<file path="config.mk">
export PLATFORM = sky130hd
export DESIGN_NAME = softmax_axis_in_16_flat
export DESIGN_NICKNAME = d
export VERILOG_FILES = /design/src/rtl/softmax_axis_in_16_pkg.sv /design/src/rtl/softmax_axis_in_16_if.sv /design/src/rtl/softmax_axis_in_16.sv /design/src/flat_wrapper.sv
export SDC_FILE = /design/constraint.sdc
export NUM_CORES = 1
export LEC_CHECK = 0
export BUFFER_PORTS_ARGS = -buffer_cell sky130_fd_sc_hd__clkbuf_2
export CORE_AREA = 2 2 149 151
export DETAILED_ROUTE_END_ITERATION = 8
export DIE_AREA = 0 0 151 153
export GPL_ROUTABILITY_DRIVEN = 1
export HOLD_SLACK_MARGIN = 0.15
export PLACE_DENSITY = 0.63
export SYNTH_ARGS = -nofsm -noshare
export SYNTH_HDL_FRONTEND = slang
export SYNTH_SLANG_ARGS = --single-unit
</file>
<file path="constraint.sdc">
create_clock -name clock_i -period 3.1 [get_ports clock_i]
set_input_delay 0.465 -clock clock_i [delete_from_list [all_inputs] [get_ports clock_i]]
set_output_delay 0.465 -clock clock_i [all_outputs]
set_load 0.03 [all_outputs]
</file>
<file path="src/rtl/softmax_axis_in_16_pkg.sv">
// Shared definitions for the softmax input buffer: FSM state encoding,
// FXP 1.7.8 sample width and default packet depth.
package softmax_axis_in_16_pkg;

    localparam int FXP_WIDTH     = 16;
    localparam int DEFAULT_DEPTH = 10;

    typedef enum logic [1:0] {
        RECV  = 2'd0,
        DRAIN = 2'd1,
        DONE  = 2'd2
    } state_e;

endpackage

</file>
<file path="src/rtl/softmax_axis_in_16_if.sv">
// AXI4-Stream slave bundle feeding the softmax input buffer.
// Signal names match the original flat ports of softmax_axis_in_16.
interface softmax_axis_in_16_if #(
    parameter int DW = 32
);
    logic          s_axis_valid_i;
    logic          s_axis_last_i;
    logic [DW-1:0] s_axis_data_i;
    logic          s_axis_ready_o;

    modport master (
        output s_axis_valid_i,
        output s_axis_last_i,
        output s_axis_data_i,
        input  s_axis_ready_o
    );

    modport slave (
        input  s_axis_valid_i,
        input  s_axis_last_i,
        input  s_axis_data_i,
        output s_axis_ready_o
    );
endinterface

</file>
<file path="src/rtl/softmax_axis_in_16.sv">
// Softmax input stage: buffers one AXI4-Stream packet, tracks its signed max,
// then replays it to the subtract stage. Optional macro SOFTMAX_AXIS_IN_ROUND_EN.
module softmax_axis_in_16
    import softmax_axis_in_16_pkg::*;
#(
    parameter int data_size = FXP_WIDTH,
    parameter int depth     = DEFAULT_DEPTH
) (
    input  logic                 clock_i,
    input  logic                 reset_i,
    softmax_axis_in_16_if.slave  s_axis,
    input  logic                 sub_ready_i,
    output logic [data_size-1:0] data_o,
    output logic                 data_valid_o,
    output logic [data_size-1:0] max_o,
    output logic [7:0]           number_o,
    output logic                 done_o,
    output logic                 overflow_o
);

    localparam int         AW        = (depth > 1) ? $clog2(depth) : 1;
    localparam logic [7:0] DEPTH_CNT = 8'(depth);

    function automatic logic [data_size-1:0] to_sample(input logic [2*data_size-1:0] beat);
        logic [data_size-1:0] hi;
        hi = beat[2*data_size-1:data_size];
`ifdef SOFTMAX_AXIS_IN_ROUND_EN
        // Round half up, saturating at the positive full-scale code.
        if (beat[data_size-1] && (hi == {1'b0, {(data_size-1){1'b1}}}))
            return hi;
        return hi + {{(data_size-1){1'b0}}, beat[data_size-1]};
`else
        return hi;
`endif
    endfunction

    state_e               state_q;
    logic [7:0]           count_q;
    logic [7:0]           rd_q;
    logic                 ready_q;
    logic [data_size-1:0] run_max_q;
    logic [data_size-1:0] max_q;
    logic [7:0]           number_q;
    logic [data_size-1:0] data_q;
    logic                 data_valid_q;
    logic                 done_q;
    logic                 overflow_q;
    logic [data_size-1:0] buf_q [depth];

    logic [data_size-1:0] sample_d;
    logic [data_size-1:0] run_max_d;
    logic [7:0]           count_d;
    logic                 accept;
    logic                 to_drain;

    always_comb begin
        sample_d  = to_sample(s_axis.s_axis_data_i);
        accept    = s_axis.s_axis_valid_i & ready_q;
        count_d   = count_q + 8'd1;
        run_max_d = run_max_q;
        // First beat of a packet seeds the max regardless of the stale value.
        if ((count_q == '0) || ($signed(sample_d) > $signed(run_max_q)))
            run_max_d = sample_d;
        to_drain  = accept & (s_axis.s_axis_last_i | (count_d == DEPTH_CNT));
    end

    always_ff @(posedge clock_i) begin
        if (accept)
            buf_q[AW'(count_q)] <= sample_d;
    end

    always_ff @(posedge clock_i) begin
        if (reset_i) begin
            state_q      <= RECV;
            count_q      <= '0;
            rd_q         <= '0;
            ready_q      <= 1'b0;
            run_max_q    <= '0;
            max_q        <= '0;
            number_q     <= '0;
            data_q       <= '0;
            data_valid_q <= 1'b0;
            done_q       <= 1'b0;
            overflow_q   <= 1'b0;
        end else begin
            case (state_q)
                RECV: begin
                    data_valid_q <= 1'b0;
                    done_q       <= 1'b0;
                    ready_q      <= ~to_drain;
                    if (accept) begin
                        count_q   <= count_d;
                        run_max_q <= run_max_d;
                    end
                    // max/number are published only here, so they hold through replay.
                    if (to_drain) begin
                        state_q  <= DRAIN;
                        max_q    <= run_max_d;
                        number_q <= count_d;
                        if (!s_axis.s_axis_last_i)
                            overflow_q <= 1'b1;
                    end
                end
                DRAIN: begin
                    ready_q <= 1'b0;
                    done_q  <= 1'b0;
                    if (sub_ready_i) begin
                        data_q       <= buf_q[AW'(rd_q)];
                        data_valid_q <= 1'b1;
                        rd_q         <= rd_q + 8'd1;
                        if (rd_q == count_q - 8'd1)
                            state_q <= DONE;
                    end else begin
                        data_valid_q <= 1'b0;
                    end
                end
                DONE: begin
                    done_q       <= 1'b1;
                    data_valid_q <= 1'b0;
                    count_q      <= '0;
                    rd_q         <= '0;
                    ready_q      <= 1'b1;
                    state_q      <= RECV;
                end
                default: begin
                    state_q <= RECV;
                    ready_q <= 1'b0;
                end
            endcase
        end
    end

    assign s_axis.s_axis_ready_o = ready_q;
    assign data_o                = data_q;
    assign data_valid_o          = data_valid_q;
    assign max_o                 = max_q;
    assign number_o              = number_q;
    assign done_o                = done_q;
    assign overflow_o            = overflow_q;

endmodule

</file>
<file path="src/flat_wrapper.sv">
// flat-port wrapper written by rule: the top's interface ports become plain ports
module softmax_axis_in_16_flat import softmax_axis_in_16_pkg::*;
#(
    parameter int data_size = FXP_WIDTH,
    parameter int depth     = DEFAULT_DEPTH
)
  (clock_i, reset_i, sub_ready_i, data_o, data_valid_o, max_o, number_o, done_o, overflow_o, s_axis_s_axis_valid_i, s_axis_s_axis_last_i, s_axis_s_axis_data_i, s_axis_s_axis_ready_o);
  softmax_axis_in_16_if #(.DW(32)) s_axis_i ();
  input  logic clock_i;
  input  logic reset_i;
  input  logic sub_ready_i;
  output logic [data_size-1:0] data_o;
  output logic data_valid_o;
  output logic [data_size-1:0] max_o;
  output logic [7:0] number_o;
  output logic done_o;
  output logic overflow_o;
  input wire logic [$bits(s_axis_i.s_axis_valid_i)-1:0] s_axis_s_axis_valid_i;
  input wire logic [$bits(s_axis_i.s_axis_last_i)-1:0] s_axis_s_axis_last_i;
  input wire logic [$bits(s_axis_i.s_axis_data_i)-1:0] s_axis_s_axis_data_i;
  output wire logic [$bits(s_axis_i.s_axis_ready_o)-1:0] s_axis_s_axis_ready_o;
  assign s_axis_i.s_axis_valid_i = s_axis_s_axis_valid_i;
  assign s_axis_i.s_axis_last_i = s_axis_s_axis_last_i;
  assign s_axis_i.s_axis_data_i = s_axis_s_axis_data_i;
  assign s_axis_s_axis_ready_o = s_axis_i.s_axis_ready_o;
  softmax_axis_in_16 #(.data_size(data_size), .depth(depth)) u_core (.clock_i(clock_i), .reset_i(reset_i), .s_axis(s_axis_i), .sub_ready_i(sub_ready_i), .data_o(data_o), .data_valid_o(data_valid_o), .max_o(max_o), .number_o(number_o), .done_o(done_o), .overflow_o(overflow_o));
endmodule
</file>
; Yosys cells after proc, flatten, opt, wreduce, memory -nomap -nowiden
; Memory sizes are Yosys's and may differ from the RTL's. A register that Yosys moved wholly into a read port is not among the register bits.
; Cells that the tools add are included.
[totals]
ram_bits = 160
rom_bits = 0
mem_count = 1
elab_cells = 59
regBits = 62
in_bits = 37
latchBits = 0
output_inout_bits = 44
[classes]
eq_ne = 8
div_mod_pow = 0
addsub = 3
magnitude_cmp = 1
reduce_logical = 16
n_bitwise = 5
multipliers = 0
shift = 0
mux = 15
[mem_list]
columns = name, depth, width, read_ports, rd_clocked_by_memory_dff, wr, line
row1 = u_core.buf_q, 10, 16, 1, 1, 1, softmax_axis_in_16.sv:48  ; logic [data_size-1:0] buf_q [depth];
[ops]
columns = cell, count
row1 = 8-bit one-hot mux with 2 select lines, 2
row2 = 8-bit by 1-bit adder with 8-bit output (second input constant), 2
row3 = 16-bit greater-than comparator, 1
row4 = 16-bit two-way mux, 1
row5 = 8-bit two-way mux, 2
row6 = 2-bit AND reduction, 5
row7 = 8-bit by 4-bit == test with 1-bit output (second input constant), 1
row8 = 8-bit == test, 1
row9 = 8-bit logical NOT, 1
row10 = 2-bit nonzero test, 4
row11 = 8-bit by 1-bit subtractor with 8-bit output (second input constant), 1
row12 = 2-bit two-way mux, 3
row13 = 2-bit by 1-bit != test with 1-bit output (second input constant), 3
row14 = 1-bit one-hot mux with 2 select lines, 3
row15 = 3-bit AND reduction, 2
row16 = 2-bit one-hot mux with 2 select lines, 1
row17 = 2-bit OR reduction, 2
row18 = 1-bit two-way mux, 3
row19 = 1-bit AND, 2
row20 = 2-bit by 1-bit == test with 1-bit output (second input constant), 1
row21 = 2-bit == test (second input constant), 1
row22 = 2-bit logical NOT, 1
row23 = 2-bit != test (second input constant), 1
row24 = 1-bit inverter, 2
row25 = other kinds (2), 2

; Logic depth before layout (Yosys ltp)
; Gate-level depths: netlist of run 1.
[depth]
ltp_word = 6
ltp_mapped = 10
mapped_depth_nobuf = 8

; Worst setup path after synthesis of run 1
; No wires, ideal clock.
[synth_path]
path_type = input to register
startpoint = input s_axis_s_axis_data_i[31]
endpoint = register u_core.run_max_q[12]
t_required_ns = 2.973
t_arrival_ns = 2.582
path_buffers = 2
setup_ns = 0.127
setup_slack_ns = 0.391
stages = 9
cell_sequence = ha_1 nand4_1 or3_4 or3_1 buf_2 a31o_2 clkbuf_1 o2111ai_1 o31ai_2
[synth_between]
elab_chain_cells = 3
[synth_lines]
columns = element, line
row1 = start: declaration, flat_wrapper.sv:20  ; input wire logic [$bits(s_axis_i.s_axis_data_i)-1:0] s_axis_s_axis_data_i;
row2 = 16-bit greater-than comparator, softmax_axis_in_16.sv:62  ; if ((count_q == '0) || ($signed(sample_d) > $signed(run_max_q)))
row3 = 1-bit logical OR, softmax_axis_in_16.sv:62
row4 = 16-bit two-way mux, softmax_axis_in_16.sv:62
row5 = end signal: assignment, softmax_axis_in_16.sv:93  ; run_max_q <= run_max_d;
row6 = end: declaration, softmax_axis_in_16.sv:41  ; logic [data_size-1:0] run_max_q;
; No other way between the ends.
; A chain may end at the register's enable or synchronous reset.

; Final worst setup path of run 1
[layout_path]
startpoint = register u_core.run_max_q[13]
endpoint = register u_core.run_max_q[13]
[layout_between]
elab_chain_cells = 3
[layout_lines]
columns = element, line
row1 = 16-bit greater-than comparator, softmax_axis_in_16.sv:62
row2 = 1-bit logical OR, softmax_axis_in_16.sv:62
row3 = 16-bit two-way mux *, softmax_axis_in_16.sv:62
; Every way passes the cells marked *; elsewhere a longest branch is shown, timed or not.

==> results of run 1 <==
-- cell families after synthesis --
kind of cell | after synthesis
DFF | 238
AOI/OAI and AO/OA | 165
and+or+nand+nor | 186
adders and majority gates | 23
xor gates and xnor gates | 17
buffers and inverters | 79
muxes | 52
-- cell type report --
cell class              instances  area (um2)
flip-flops and latches        238        6370
clock buffers                  33         676
repair buffers                104         658
well taps                     280         350
clock inverters                13        72.6
inverters                      21        78.8
fillers                      1773        9830
multi-input cells             443        3450
-- worst max path at each step --
stage,endpoint,cells past startpoint,start
3_3_place_gp,u_core.run_max_q[12],8,s_axis_s_axis_data_i[29]
4_1_cts,u_core.run_max_q[13],8,u_core.run_max_q[14]
5_1_grt,u_core.max_o[1],8,u_core.run_max_q[14]
3_5_place_dp,u_core.run_max_q[2],8,s_axis_s_axis_data_i[29]
2_1_floorplan,u_core.run_max_q[12],9,s_axis_s_axis_data_i[31]
6_report,u_core.run_max_q[13],8,u_core.run_max_q[13]
-- state kept, by name, indices dropped and copies added (netlist names) --
signal / flops
u_core.buf_q: 160
u_core.data_o: 16
u_core.max_o: 16
u_core.run_max_q: 16
u_core.count_q: 8
u_core.number_o: 8
u_core.rd_q: 8
u_core.state_q: 2
u_core.data_valid_o: 1
u_core.done_o: 1
u_core.overflow_o: 1
u_core.s_axis.s_axis_ready_o: 1
-- report_power, final --
| part | leakage, uW | switching (uW) | internal [uW] |
|---|---|---|---|
| sequential | 0.00208 | 33.1 | 3430 |
| combinational | 0.00150 | 301 | 170 |
| clock | 0.000368 | 1200 | 1540 |
-- through the flow --
step / hold slack [ps] / total power (uW) / cells / setup WS, ps
final: 310 / 6670 / 1132 / 300
after global routing: 339 / 6900 / 1132 / 135
after CTS: 286 / 6730 / 1132 / 305
after detailed placement: 482 / 4010 / 1086 / 102
after global placement: 463 / 3990 / 1086 / 188
after floorplan: 452 / 3820 / 760 / 391
-- critical path, stage by stage, from the launching register on --
cell and delay, ps:
dfxtp_1 340, inv_1 70, ha_1 290, nand4_1 140, or3_4 430, or3_1 470
a31o_2 490, o2111ai_1 300, o31ai_1 110
-- routing by layer --
layer	GRT usage [%]	wire length, um
met5	0	0
met4	5.07	374
met3	2.87	1310
met2	32.9	11100
met1	27.7	10200
-- layout by cell type (no fill, tap or decap), types with 9 or more instances in the layout --
master     instances
buf_4             37
clkbuf_16         25
a211oi_1          40
mux4_2            32
nand3_1           26
o31ai_1           16
o2111ai_1         15
nor2_1            68
o21ai_0           24
edfxtp_1         160
ha_1              23
a311oi_1          16
nand2_1           20
dfxtp_1           77
a21oi_1           35
mux2i_1           19
xnor2_1            9
inv_1             20
clkbuf_2          64
nor2b_1           18
==> metrics.cfg, run 1 <==
[min_path]
hp-class = input pin to register
hp-start = s_axis_s_axis_last_i
hold_path_depth = 4
holdPathEnd = u_core.overflow_o

[finish]
layout.nets = 893
fin_util_pct = 54.2
layout-drive-gt1-share_pct = 21.5
finish.instance_area_um2 = 11700
area_growth_syn_to_layout_pct = 15.1
antenna_cells = 0

[grt]
grt_pass1_wl_um = 35500
grt_max_degree = 76
grt_use_total_pct = 19.9
grt_antenna_before_repair = 0
grt_overflow = 0
grt_pass1_vias = 6583

[critical_path]
r2r_cells = 8
crit_fanout = 31
worst_setup_path_start_kind = register
worst_ep_arrival_time_ps = 3180
r2r-start = u_core.run_max_q[13]
path_class = register to register
end_kind = register
r2r_slack_ps = 300
r2r-end = u_core.run_max_q[13]
required_ps = 3480

[floorplan]
die_x_um = 151
initial_core_util_pct = 47.1
dieArea_um2 = 23100
core-area_um2 = 21500
die_height_um = 153
rows = 54
ios = 81

[sta]
drv_slew = 0
setup_tns_ps = 0
hold_violations = 0
fmaxAchievable_mhz = 357
slew_headroom_pct = 44.2
finalCriticalPeriod_ps = 2800
finalSetupViolations = 0
finClkSkew_ps = 14.0
fin_crit_sh_pct = 90.3
tightestPinTransition_ps = 837
rsz0062_at_grt = false

[routing]
ant_nets = 0
wl_um = 23000
avgRoutedWirePerCell_um = 20.3
vias_per_cell = 5.79
drc_errors = 0
first_pass_iters = 4
vias = 6555
drtIter0Drc = 559

[synth]
synth_edf_count = 160
ys_seq_elements = 238
syn_area_um2 = 10100
synth_cell_types = 54
yosysTopAreaCellShare_pct = 47.5
yosys_most_used_dff = edfxtp_1
synth_top_cell_by_area = edfxtp_1
syn_nets = 820
synth-simple-area-share_pct = 9.22
synth_common_cells = edfxtp_1, dfxtp_1, nor2_1, clkbuf_1, a211oi_1
synthXorXnorAreaFrac_pct = 1.47
synth_compound_area_share_pct = 11.3
avgSynthCellArea_um2 = 13.3
syn-instance-count = 760
synthTopCellsByArea = edfxtp_1, dfxtp_1, mux4_2
synth_fa_ha_area_share_pct = 2.84
synth_seq_area_share_pct = 62.9
synth_warnings = 0
synthMuxAreaShare_pct = 9.11
yosysMostFrequentCell = edfxtp_1
synth_top_family_by_area = compound AO/OA/AOI/OAI gates
async_reset_ff_share_pct = 0

[clocking]
htreeDepth = 1
post_cts_buffers = 0
cts_buffers = 25
cts_tree = built
cts_root_buf = clkbuf_16
cts_hold_buf = 0
cts_sinks = 238
cts.repair.resized = 0
clock_path_buffers = 3
clock_latency_ps = 530
clk_pin_slew_ps = 60

[status]
status = finished clean

[placement]
gp_congestion = 0.804
port_buffers = 64
dp_hpwl_um = 14200
post_dp_cell_area_um2 = 10900

[pwr]
power_per_cell_area_nw_per_um2 = 573
p_leak_uw = 0.00394
ir_drop_uv = 383

[run]
cap_violations = 0

(Power assumes the default switching activity.)
==> inputs of run 2 (changes only) <==
BUFFER_PORTS_ARGS = -buffer_cell sky130_fd_sc_hd__buf_2   (was -buffer_cell sky130_fd_sc_hd__clkbuf_2)
CORE_AREA = 2 2 133 135   (was 2 2 149 151)
DIE_AREA = 0 0 135 137   (was 0 0 151 153)
PLACE_DENSITY = 0.77   (was 0.63)
==> run 2 against run 1 <==
  * Critical path depth decreased by 3
  * Non-clock buffer count is 4 lower
  * Clock skew decreased by 5.6 ps
  * Cell area rose by 0.21%
  * Core utilization rose by 14 points
  * Power grew 6.4%
  * First-iteration DRC count shrank 7.9%
  * Sequential cell count did not move
  * Via count grew 2.8%
  * Die area is 20% lower
  * Sequential share of layout area fell by 0.12 points
==> metrics.cfg, run 2 (synthesis results as in run 1) <==
[clocking]
cts_tree = built  ; unchanged
cts_root_buf = clkbuf_16  ; unchanged
cts_buffers = 24  ; was 25
cts_hold_buf = 0  ; unchanged
cts_sinks = 238  ; unchanged
clock_path_buffers = 3  ; unchanged
htreeDepth = 1  ; unchanged
clock_latency_ps = 520  ; was 530 ps
clk_pin_slew_ps = 70  ; was 60 ps
post_cts_buffers = 0  ; unchanged
cts.repair.resized = 0  ; unchanged

[sta]
setup_tns_ps = 0  ; unchanged
fmaxAchievable_mhz = 355  ; was 357 MHz
rsz0062_at_grt = false  ; unchanged
drv_slew = 0  ; unchanged
finalCriticalPeriod_ps = 2820  ; was 2800 ps
fin_crit_sh_pct = 90.9  ; was 90.3%
finalSetupViolations = 0  ; unchanged
slew_headroom_pct = 44.4  ; was 44.2%
tightestPinTransition_ps = 834  ; was 837 ps
hold_violations = 0  ; unchanged
finClkSkew_ps = 8.40  ; was 14.0 ps

[routing]
first_pass_iters = 5  ; was 4
drtIter0Drc = 515  ; was 559
vias = 6740  ; was 6555
avgRoutedWirePerCell_um = 21.8  ; was 20.3 um
drc_errors = 0  ; unchanged
vias_per_cell = 6.30  ; was 5.79
ant_nets = 0  ; unchanged
wl_um = 23400  ; was 23000 um

[placement]
port_buffers = 64  ; unchanged
gp_congestion = 0.869  ; was 0.804
dp_hpwl_um = 14200  ; about the same
dp_cells = 1027  ; was 1086

[floorplan]
ios = 81  ; unchanged
dieArea_um2 = 18500  ; was 23100 um2
core-area_um2 = 17100  ; was 21500 um2
die_height_um = 137  ; was 153 um
rows = 48  ; was 54
initial_core_util_pct = 59.4  ; was 47.1%
die_x_um = 135  ; was 151 um

[pwr]
ir_drop_uv = 433  ; was 383 uV
power_per_cell_area_nw_per_um2 = 608  ; was 573 nW/um2
p_leak_uw = 0.00402  ; was 0.00394 uW

[grt]
grt_pass1_vias = 6654  ; was 6583
grt_max_degree = 76  ; unchanged
grt_use_total_pct = 26.0  ; was 19.9%
grt_pass1_wl_um = 36600  ; was 35500 um
grt_antenna_before_repair = 0  ; unchanged
grt_overflow = 0  ; unchanged

[finish]
final_cell_mix = edfxtp_1, dfxtp_1, nor2_1  ; unchanged
largest_register = u_core.buf_q  ; unchanged
layout-drive-gt1-share_pct = 21.9  ; was 21.5%
fin_util_pct = 68.5  ; was 54.2%
largest_reg_flops = 160  ; unchanged
fill_cells = 1159  ; was 1773
layout.nets = 888  ; was 893
final_common_cell = edfxtp_1  ; unchanged
area_growth_syn_to_layout_pct = 15.3  ; was 15.1%
fin_cells = 1070  ; was 1132
antenna_cells = 0  ; unchanged

[status]
status = finished clean  ; unchanged

[critical_path]
cp_cell_sequence = or4_1 > nor4b_2 > a31o_2 > o21ai_0 > a311oi_1  ; was inv_1 > ha_1 > nand4_1 > or3_4 > or3_1 > a31o_2 > o2111ai_1 > o31ai_1
path_delay_family = simple AND/OR/NAND/NOR gates  ; unchanged
end_kind = register  ; unchanged
r2r-start = u_core.count_q[3]  ; was u_core.run_max_q[13]
worst_setup_path_start_kind = register  ; unchanged
worst_ep_arrival_time_ps = 3230  ; was 3180 ps
critPathLaunch = u_core.count_q[3]  ; was u_core.run_max_q[13]
required_ps = 3520  ; was 3480 ps
crit_slowest_cell = or4_1  ; was a31o_2
worst-path-buf-inv = 0  ; was 1
crit_fanout = 31  ; unchanged
cpPeakStageDelay_ps = 620  ; was 490 ps
path_class = register to register  ; unchanged

[run]
cap_violations = 0  ; unchanged

[min_path]
hp-class = input pin to register  ; unchanged
hp-start = s_axis_s_axis_last_i  ; unchanged

## run 2: report_power, final
part           leakage, uW  switching, uW  internal [uW]  total, uW
Clock             0.000439           1180           1990       3170
Sequential         0.00208           30.7           3430       3460
Combinational      0.00151            302            165        466
## run 2: path summary, 6_finish.rpt
check,to,slack (ps),cells after the start
setup / recovery,u_core.max_o[6],280,5
hold / removal,u_core.overflow_o,300,4
setup reg to reg,u_core.max_o[6],280,5
hold reg to reg,u_core.overflow_o,490,2
## run 2: area by class of cell
cell class	instances	area [um2]	share of cell area, %
Clock inverter	8	140	1.20
Sequential cell	238	6370	54.5
Clock buffer	35	744	6.38
Timing Repair Buffer	100	616	5.27
Inverter	21	78.8	0.675
Multi-Input combinational cell	443	3450	29.5
Tap cell	225	282	2.41
## run 2: routing by layer
| layer | global-route usage [%] | part of all wire [%] |
|---|---|---|
| met5 | 0 | 0 |
| met1 | 36.1 | 42 |
| met2 | 43.6 | 49 |
| met4 | 6.89 | 1.4 |
| met3 | 3.67 | 7.4 |
## run 2: worst reg2reg max path: stages (launching register included)
cell	delay [ps]
dfxtp_1	460
or4_1	620
nor4b_2	550
a31o_2	610
o21ai_0	160
a311oi_1	320
## run 2: stage by stage
step / instance area [um2] / hold slack, ps / setup slack [ps] / total power [uW]
floorplan: 10100 / 452 / 391 / 3820
global placement: 10800 / 458 / 199 / 3970
detailed placement: 10800 / 472 / 149 / 3990
CTS: 11700 / 281 / 306 / 7140
global route: 11700 / 318 / 36.9 / 7290
finish: 11700 / 304 / 282 / 7100
